===== src/rtl/cpu_test_sequencer.sv =====
// cpu_test_sequencer: programmable vector engine that drives the multi-cycle cpu and checks its output.
// Build option: define SEQ_STOP_ON_FAIL_EN to end a run at the first output mismatch.
module cpu_test_sequencer #(
  parameter int W       = 16,
  parameter int DEPTH   = 8,
  parameter int AW      = $clog2(DEPTH),
  parameter int TIMEOUT = 64
) (
  input  logic          clk,
  input  logic          reset,
  input  logic          start,
  input  logic [AW:0]   n_vec,
  input  logic          prog_we,
  input  logic [AW-1:0] prog_addr,
  input  logic [W-1:0]  prog_instr,
  input  logic [W-1:0]  prog_expect,
  input  logic          prog_chk,
  output logic [W-1:0]  cpu_in,
  output logic          cpu_load,
  output logic          cpu_s,
  input  logic [W-1:0]  cpu_out,
  input  logic          cpu_w,
  output logic          busy,
  output logic          done,
  output logic          pass,
  output logic          timeout,
  output logic [AW:0]   err_count,
  output logic [AW-1:0] fail_idx
);

`ifdef SEQ_STOP_ON_FAIL_EN
  localparam bit STOP_ON_FAIL = 1'b1;
`else
  localparam bit STOP_ON_FAIL = 1'b0;
`endif

  localparam int            TW       = $clog2(TIMEOUT + 1);
  localparam logic [TW-1:0] TMR_LAST = TW'(TIMEOUT - 1);
  localparam logic [AW:0]   DEPTH_N  = (AW + 1)'(DEPTH);

  typedef enum logic [2:0] {IDLE, LOAD, ISSUE, WAIT, CHECK, DONE} state_t;
  state_t state, state_nxt;

  logic [W-1:0]     instr_mem  [DEPTH];
  logic [W-1:0]     expect_mem [DEPTH];
  logic [DEPTH-1:0] chk_mem;

  logic [AW:0]   n_r;
  logic [AW-1:0] idx;
  logic [AW-1:0] ld_idx;
  logic [TW-1:0] timer;
  logic [AW:0]   n_clamp;
  logic [W-1:0]  ld_instr;
  logic          idle_like, go, w_ok, tmo_hit, last, mism, no_fault;

  function automatic logic [AW:0] sat_inc(input logic [AW:0] v);
    return (&v) ? v : v + 1'b1;
  endfunction

  assign idle_like = (state == IDLE) || (state == DONE);
  assign go        = idle_like && start;
  assign n_clamp   = (n_vec > DEPTH_N) ? DEPTH_N : n_vec;
  // the first WAIT cycle (timer still 0) ignores w while the cpu leaves its idle state
  assign w_ok      = (state == WAIT) && (timer != '0) && cpu_w;
  assign tmo_hit   = (state == WAIT) && !w_ok && (timer == TMR_LAST);
  assign last      = ({1'b0, idx} == n_r - 1'b1);
  assign mism      = chk_mem[idx] && (cpu_out != expect_mem[idx]);
  assign no_fault  = (err_count == '0) && !timeout;
  assign ld_idx    = (state == CHECK) ? idx + 1'b1 : '0;
  // a write landing on the start edge must reach the first LOAD
  assign ld_instr  = (prog_we && idle_like && prog_addr == ld_idx) ? prog_instr : instr_mem[ld_idx];
  assign pass      = done && (err_count == '0) && !timeout;

  always_ff @(posedge clk) begin
    if (reset) state <= IDLE;
    else       state <= state_nxt;
  end

  always_comb begin
    state_nxt = state;
    case (state)
      IDLE, DONE: if (start) state_nxt = (n_clamp == '0) ? DONE : LOAD;
      LOAD:       state_nxt = ISSUE;
      ISSUE:      state_nxt = WAIT;
      WAIT: begin
        if (w_ok)         state_nxt = CHECK;
        else if (tmo_hit) state_nxt = DONE;
      end
      CHECK: begin
        if (last || (STOP_ON_FAIL && mism)) state_nxt = DONE;
        else                                state_nxt = LOAD;
      end
      default:    state_nxt = IDLE;
    endcase
  end

  always_ff @(posedge clk) begin
    if (prog_we && idle_like) begin
      instr_mem[prog_addr]  <= prog_instr;
      expect_mem[prog_addr] <= prog_expect;
      chk_mem[prog_addr]    <= prog_chk;
    end
  end

  always_ff @(posedge clk) begin
    if (reset) begin
      cpu_in    <= '0;
      cpu_load  <= 1'b0;
      cpu_s     <= 1'b0;
      busy      <= 1'b0;
      done      <= 1'b0;
      timeout   <= 1'b0;
      err_count <= '0;
      fail_idx  <= '0;
      idx       <= '0;
      timer     <= '0;
      n_r       <= '0;
    end else begin
      cpu_load <= (state_nxt == LOAD);
      cpu_s    <= (state_nxt == ISSUE);
      busy     <= (state_nxt == LOAD) || (state_nxt == ISSUE) ||
                  (state_nxt == WAIT) || (state_nxt == CHECK);
      done     <= (state_nxt == DONE);
      if (go) begin
        n_r       <= n_clamp;
        idx       <= '0;
        err_count <= '0;
        timeout   <= 1'b0;
        fail_idx  <= '0;
      end
      if (state_nxt == LOAD) cpu_in <= ld_instr;
      if (state == ISSUE) timer <= '0;
      if (state == WAIT)  timer <= timer + 1'b1;
      if (tmo_hit) begin
        timeout <= 1'b1;
        if (no_fault) fail_idx <= idx;
      end
      if (state == CHECK) begin
        if (mism) begin
          err_count <= sat_inc(err_count);
          if (no_fault) fail_idx <= idx;
        end
        if (state_nxt == LOAD) idx <= idx + 1'b1;
      end
    end
  end

endmodule


===== config.mk =====
export PLATFORM = sky130hd
export DESIGN_NAME = cpu_test_sequencer
export DESIGN_NICKNAME = d
export VERILOG_FILES = /design/src/rtl/cpu_test_sequencer.sv
export SDC_FILE = /design/constraint.sdc
export NUM_CORES = 1
export LEC_CHECK = 0
export BUFFER_PORTS_ARGS = -buffer_cell sky130_fd_sc_hd__buf_2
export CAP_MARGIN = 10
export CORE_ASPECT_RATIO = 1.5
export CORE_MARGIN = 1.5
export CORE_UTILIZATION = 35
export DETAILED_ROUTE_END_ITERATION = 8
export SYNTH_ARGS = -nofsm -noshare
export SYNTH_HDL_FRONTEND = slang
export SYNTH_SLANG_ARGS = --single-unit

===== constraint.sdc =====
create_clock -name clk -period 4.17 [get_ports clk]
set_input_delay 0.417 -clock clk [delete_from_list [all_inputs] [get_ports clk]]
set_output_delay 0.417 -clock clk [all_outputs]
set_load 0.01 [all_outputs]

# Word-level counts from Yosys, hierarchy flattened

Memories as Yosys holds them, arrays and structs flattened. A register that Yosys moved wholly into a read port is not among the register bits.
Cells that the tools add are included.

Bits in registers: 37
Bits in writable memories: 256
Input port bits: 61
Output and inout port bits: 29
Word-level logic and storage cells: 94
Memories: 2

Memories:

| memory     | depth | bits a word | rd ports | clocked after memory_dff | wr ports | RTL line | text |
|---|---|---|---|---|---|---|---|
| expect_mem | 8     | 16          | 1        | 1                        | 1        | 45       | `logic [W-1:0] expect_mem [DEPTH];` |
| instr_mem  | 8     | 16          | 1        | 1                        | 1        | 44       | `logic [W-1:0] instr_mem [DEPTH];` |

$add $sub $neg: 4
Magnitude comparators: 4
Equal/unequal tests: 14
Multiplexer cells: 33
Reductions and logical operators: 25

Operators with widths:

| kind                | number |
|---|---|
| $mux 3              | 16 |
| $mux 4              | 5 |
| $ne 16x16->1        | 1 |
| $pmux 3 s5          | 1 |
| $mux 7              | 2 |
| $eq 3x2->1 const B  | 4 |
| $eq 3x3->1 const B  | 4 |
| $logic_and 1x1->1   | 11 |
| $bwmux 8            | 1 |
| $logic_not 4->1     | 2 |
| $lt 3x4->1 const B  | 2 |
| $add 7x1->7 const B | 1 |
| $eq 7x6->1 const B  | 1 |
| $reduce_bool 7->1   | 1 |
| $eq 3x1->1 const B  | 2 |
| $mux 1              | 6 |
| $add 4x1->4 const B | 1 |
| $eq 3x4->1          | 1 |
| $gt 4x4->1 const B  | 1 |
| $logic_or 1x1->1    | 4 |
| $reduce_and 4->1    | 1 |
| $reduce_bool 2->1   | 2 |
| $sub 4x1->4 const B | 1 |
| $add 3x1->3 const B | 1 |
| 7 further kinds     | 8 |

# Logic depth before layout (Yosys ltp)

Depth after elaboration: 13
Gate-level depth with buffers: 12
Mapped depth without buffers: 9

# Worst setup path after synthesis

OpenSTA, ideal clock, no wires.

Path kind: reg-to-reg
From: reg state[2]
To: reg chk_mem[1] (enable)
Setup time: 0.465 ns
Arrival: 3.159 ns
Setup slack: 0.546 ns
Cell stages (with the launch flop): 6
Path buffers: 1
Clock period less this slack: 3.624 ns
Path through: dfxtp_1 -> buf_2 -> xor2_1 -> nor2_1 -> nand3_1 -> nor3_1

Longest elaborated chain between the ends: 3

Ends and longest elaborated chain:

| what                                                 | RTL line | text |
|---|---|---|
| start, declared                                      | 42       | `state_t state, state_nxt;` |
| start signal, assigned                               | 76       | `else state <= state_nxt;` |
| $eq 3x3->1 / $logic_not 3->1 (equally long branches) | 60       | `assign idle_like = (state == IDLE) \|\| (state == DONE);` |
| $logic_or 1x1->1 (*)                                 | 60       |  |
| $logic_and 1x1->1 (*)                                | 98       | `if (prog_we && idle_like) begin` |
| end signal, assigned by index                        | 101      | `chk_mem[prog_addr] <= prog_chk;` |
| end, declared                                        | 46       | `logic [DEPTH-1:0] chk_mem;` |

Mark *: on every way between the ends. The rest lies on a longest branch, timed or not.
A chain may end at the register's enable or synchronous reset.

# Worst setup path after layout

From: reg timer[0]
To: reg idx[2]

Longest elaborated chain between the ends: 12

Ends and longest elaborated chain:

| what                           | RTL line | text |
|---|---|---|
| start, declared                | 51       | `logic [TW-1:0] timer;` |
| start signal, assigned         | 133      | `if (state == WAIT) timer <= timer + 1'b1;` |
| $reduce_bool 7->1              | 64       | `assign w_ok = (state == WAIT) && (timer != '0) && cpu_w;` |
| $logic_and 1x1->1 (2 in a row) | 64       |  |
| $logic_not 1->1                | 65       | `assign tmo_hit = (state == WAIT) && !w_ok && (timer == TMR_LAST);` |
| $logic_and 1x1->1 (2 in a row) | 65       |  |
| $mux 3                         | 87       | `else if (tmo_hit) state_nxt = DONE;` |
| $mux 3 (*)                     | 86       | `if (w_ok) state_nxt = CHECK;` |
| $pmux 3 s5 (*)                 | 81       | `case (state)` |
| $eq 3x1->1 (*)                 | 143      | `if (state_nxt == LOAD) idx <= idx + 1'b1;` |
| $mux 3 (*)                     | 143      |  |
| $mux 3 (*)                     | 138      | `if (state == CHECK) begin` |
| end signal, assigned           | 143      |  |
| end, declared                  | 49       | `logic [AW-1:0] idx;` |

Marks and branches as above.

==> results.toml <==
[status]
status = "finished, final reports clean"

[synthesis]
synth_xor_area_share_pct = 1.54
syn-num-nets = 918
synth_area_per_cell_sq_um = 14.7
synth_compound_area_share_pct = 6.18
synth-main-ff-cell = "edfxtp_1"
netlist-cell-type-count = 59
ys_seq_elements = 309
netlist_area_sq_um = 12500
ys_warn_count = 0
synth_sequential_area_ratio_pct = 70.4
synth_top_family_by_area = "simple AND/OR/NAND/NOR gates"
synth.area.mux_share_pct = 8.72
synthArstFlopShare_pct = 0
synthSimpleGateAreaFrac_pct = 10.3
synth_edf_count = 264
syn_inst = 851
synthAdderAreaFrac_pct = 0.598

[setup_path]
endpoint_kind = "register"
crit_fanout = 35
start_kind = "register"
slowest_stage = "or4_1"
crit_top_cell = "a21oi_1"
critical_path_required_ns = 4.63
crit_arrival_ns = 3.74
critical_path_class = "register to register"
max_stage_delay_ns = 0.59
path_cells = "inv_1 > ha_1 > or4b_1 > o311ai_1 > a211oi_1 > a21oi_1 > nand2_2 > or4_1 > a21oi_1"
critPathTopFamily = "simple AND/OR/NAND/NOR gates"
crit_buf_inv = 1

[sta]
max-slew-margin-rel_pct = 33.5
setup_violations = 0
fin_ws_ns = 0.887
tightest_slew_ns = 0.998
setup_tns_ns = 0
timing.final.max_slew_violations = 0
hold_viol_final = 0
rsz0062_at_grt = "false"
min_period_ns = 3.28
fmax_ghz = 0.305
finalCritPeriodShare_pct = 78.7
fin_skew_ns = 0.0148

[cts]
numCtsBuffers = 29
ctsResizeCount = 0
cts_num_sinks = 309
cts_hold_buf = 0
cts_setup_buffers = 0
cts_tree = "built"
cts-htree-levels = 1
cts_buffer_depth = 3
clk_latency_ns = 0.55
clk_pin_slew_ns = 0.07
root_buffer = "clkbuf_16"

[global_routing]
grt_max_degree = 46
antenna_found_initial = 4
grt_pass1_wl_mm = 43.3
grt-ovfl-total = 0
grt_pass1_vias = 7418
grtUsageTotal_pct = 15.4

[place]
detailed_place.area_sq_um = 13600
place_congestion = 0.772
port_buffers = 89
hpwl_mm = 16.5
dpl_worst_slack_ns = 0.888

[power_and_ir_drop]
powerDensity_nw_per_um2 = 434
ir_drop_uv = 234
comb_power_share_pct = 4.9
p_seq_share_pct = 55.1
pwr-share-clk_pct = 40.0
p_sw_mw = 1.35
p_leak_nw = 4.78
internal_power_mw = 4.93
swShare_pct = 21.5

[floorplan]
io_pins = 90
core_sq_um = 35200
num_rows = 84
initial_core_util_pct = 35.6
die_area_sq_um = 37000
fp.dieW_um = 158
die_h_um = 235

[final_layout]
final_cell_area_sq_um = 14500
final_common_cell = "edfxtp_1"
final_cell_mix = "edfxtp_1 (264), nand2_1 (123), buf_2 (89), nand3_1 (43), dfxtp_1 (43)"
post-route-util_pct = 41.1
area_growth_pct = 15.4
drive_gt1_share_pct = 21.7
nets = 1012
nFillCells = 3211

[drt]
antenna_left = 0
viasPerCell = 5.17
routed_wl_mm = 28.2
drcViolationCount = 0
wl_per_cell_um = 19.6
vias = 7451
dr.pass1.iters = 6
first_iter_violations = 497

[job]
cap_violations = 0

[hold_path]
hold_path.class = "primary input to register"
==> worst paths after layout <==
path / cells after the start / startpoint / endpoint / slack, ns
max: 9 / timer[0]$_SDFFE_PP0P_ / idx[2]$_SDFF_PP0_ / 0.89
min: 1 / prog_expect[0] / expect_mem[0][0]$_DFFE_PP_ / 0.14
max reg2reg: 9 / timer[0]$_SDFFE_PP0P_ / idx[2]$_SDFF_PP0_ / 0.89
min reg2reg: 2 / cpu_in[0]$_SDFFE_PP0P_ / cpu_in[0]$_SDFFE_PP0P_ / 0.45
==> state kept, by name (all words and copies together) (netlist names), 4 cells and up <==
signal	cells
chk_mem	8
err_count	4
instr_mem	128
cpu_in	16
expect_mem	128
n_r	4
timer	7
==> cells in the mapped netlist (3+ instances only) <==
cell type  count  share of area, %
xor2_1        18               1.3
a211oi_1       7              0.42
nor3_1        11              0.44
edfxtp_1     264                63
or3_1          7              0.35
mux2i_1       26               2.1
nand3_1       43               1.7
o211ai_1       4              0.24
mux4_2        37               6.6
clkbuf_1      30              0.90
buf_4          3              0.18
and2_1        10              0.50
buf_2         10              0.40
a32oi_1        3              0.21
a31oi_1       11              0.55
o21ai_1        4              0.16
nand2b_1       4              0.20
dfxtp_1       45               7.2
o21ai_0        3              0.12
nor2_1        45               1.3
a21oi_1       38               1.5
a311o_1        5              0.40
nand3b_1       4              0.24
o221ai_1       7              0.49
or4_1          3              0.18
inv_1         11              0.33
ha_1           6              0.60
nor3b_1        5              0.30
nand4_1        8              0.40
buf_1          5              0.15
nand2_1      123               3.7
a311oi_1       9              0.63
xnor2_1        4              0.28
a211o_1        8              0.56
==> cell type report <==
type,count,area [sq um],share of cell area [%]
clock buffer,34,744,5.14
timing repair buffer,114,633,4.37
tap,473,592,4.09
multi-input combinational,480,3490,24.1
antenna,2,5.00,0.0346
sequential,309,8830,61.0
clock inverter,18,144,0.994
inverter,11,41.3,0.285
==> worst reg2reg max path, cell delays in order (launching register included) <==
cell and delay (ns):
dfxtp_1 0.34, inv_1 0.06, ha_1 0.13, or4b_1 0.45, o311ai_1 0.28, a211oi_1 0.21, a21oi_1 0.44, nand2_2 0.55
or4_1 0.59, a21oi_1 0.16
==> per-layer routing <==
metal,global-route usage [%],up-vias,wire (um)
li1,-,3455,-
met1,19.7,3759,11900
met2,26.1,190,14300
met3,2.49,43,1420
met4,5.75,4,622
met5,0,-,26
==> stage by stage <==
stage                     hold slack (ns)  cells  total power, mW
final                               0.135   1441             6.28
after floorplan                     0.445    851             3.68
after global routing                0.125   1441             6.49
after CTS                           0.108   1439             6.34
after global placement              0.443   1387             3.83
after detailed placement            0.447   1387             3.84
==> kinds of logic (layout without fill, tap and decap cells) <==
kind of cell,after synthesis,count (layout)
mux,63,63
flops,309,309
other cells,0,2
xor+xnor,22,22
buf+inv,62,177
fa+ha+maj,6,6
simple gates,277,277
compound gates,112,112
==> power groups by stage <==
stage | clock network, mW | registers, mW | logic, mW
2_1_floorplan | 0 | 3.53 | 0.153
3_3_place_gp | 0 | 3.53 | 0.306
3_5_place_dp | 0 | 3.53 | 0.311
4_1_cts | 2.57 | 3.46 | 0.312
5_1_grt | 2.68 | 3.47 | 0.342
6_report | 2.51 | 3.46 | 0.308
(Power assumes the default switching activity.)
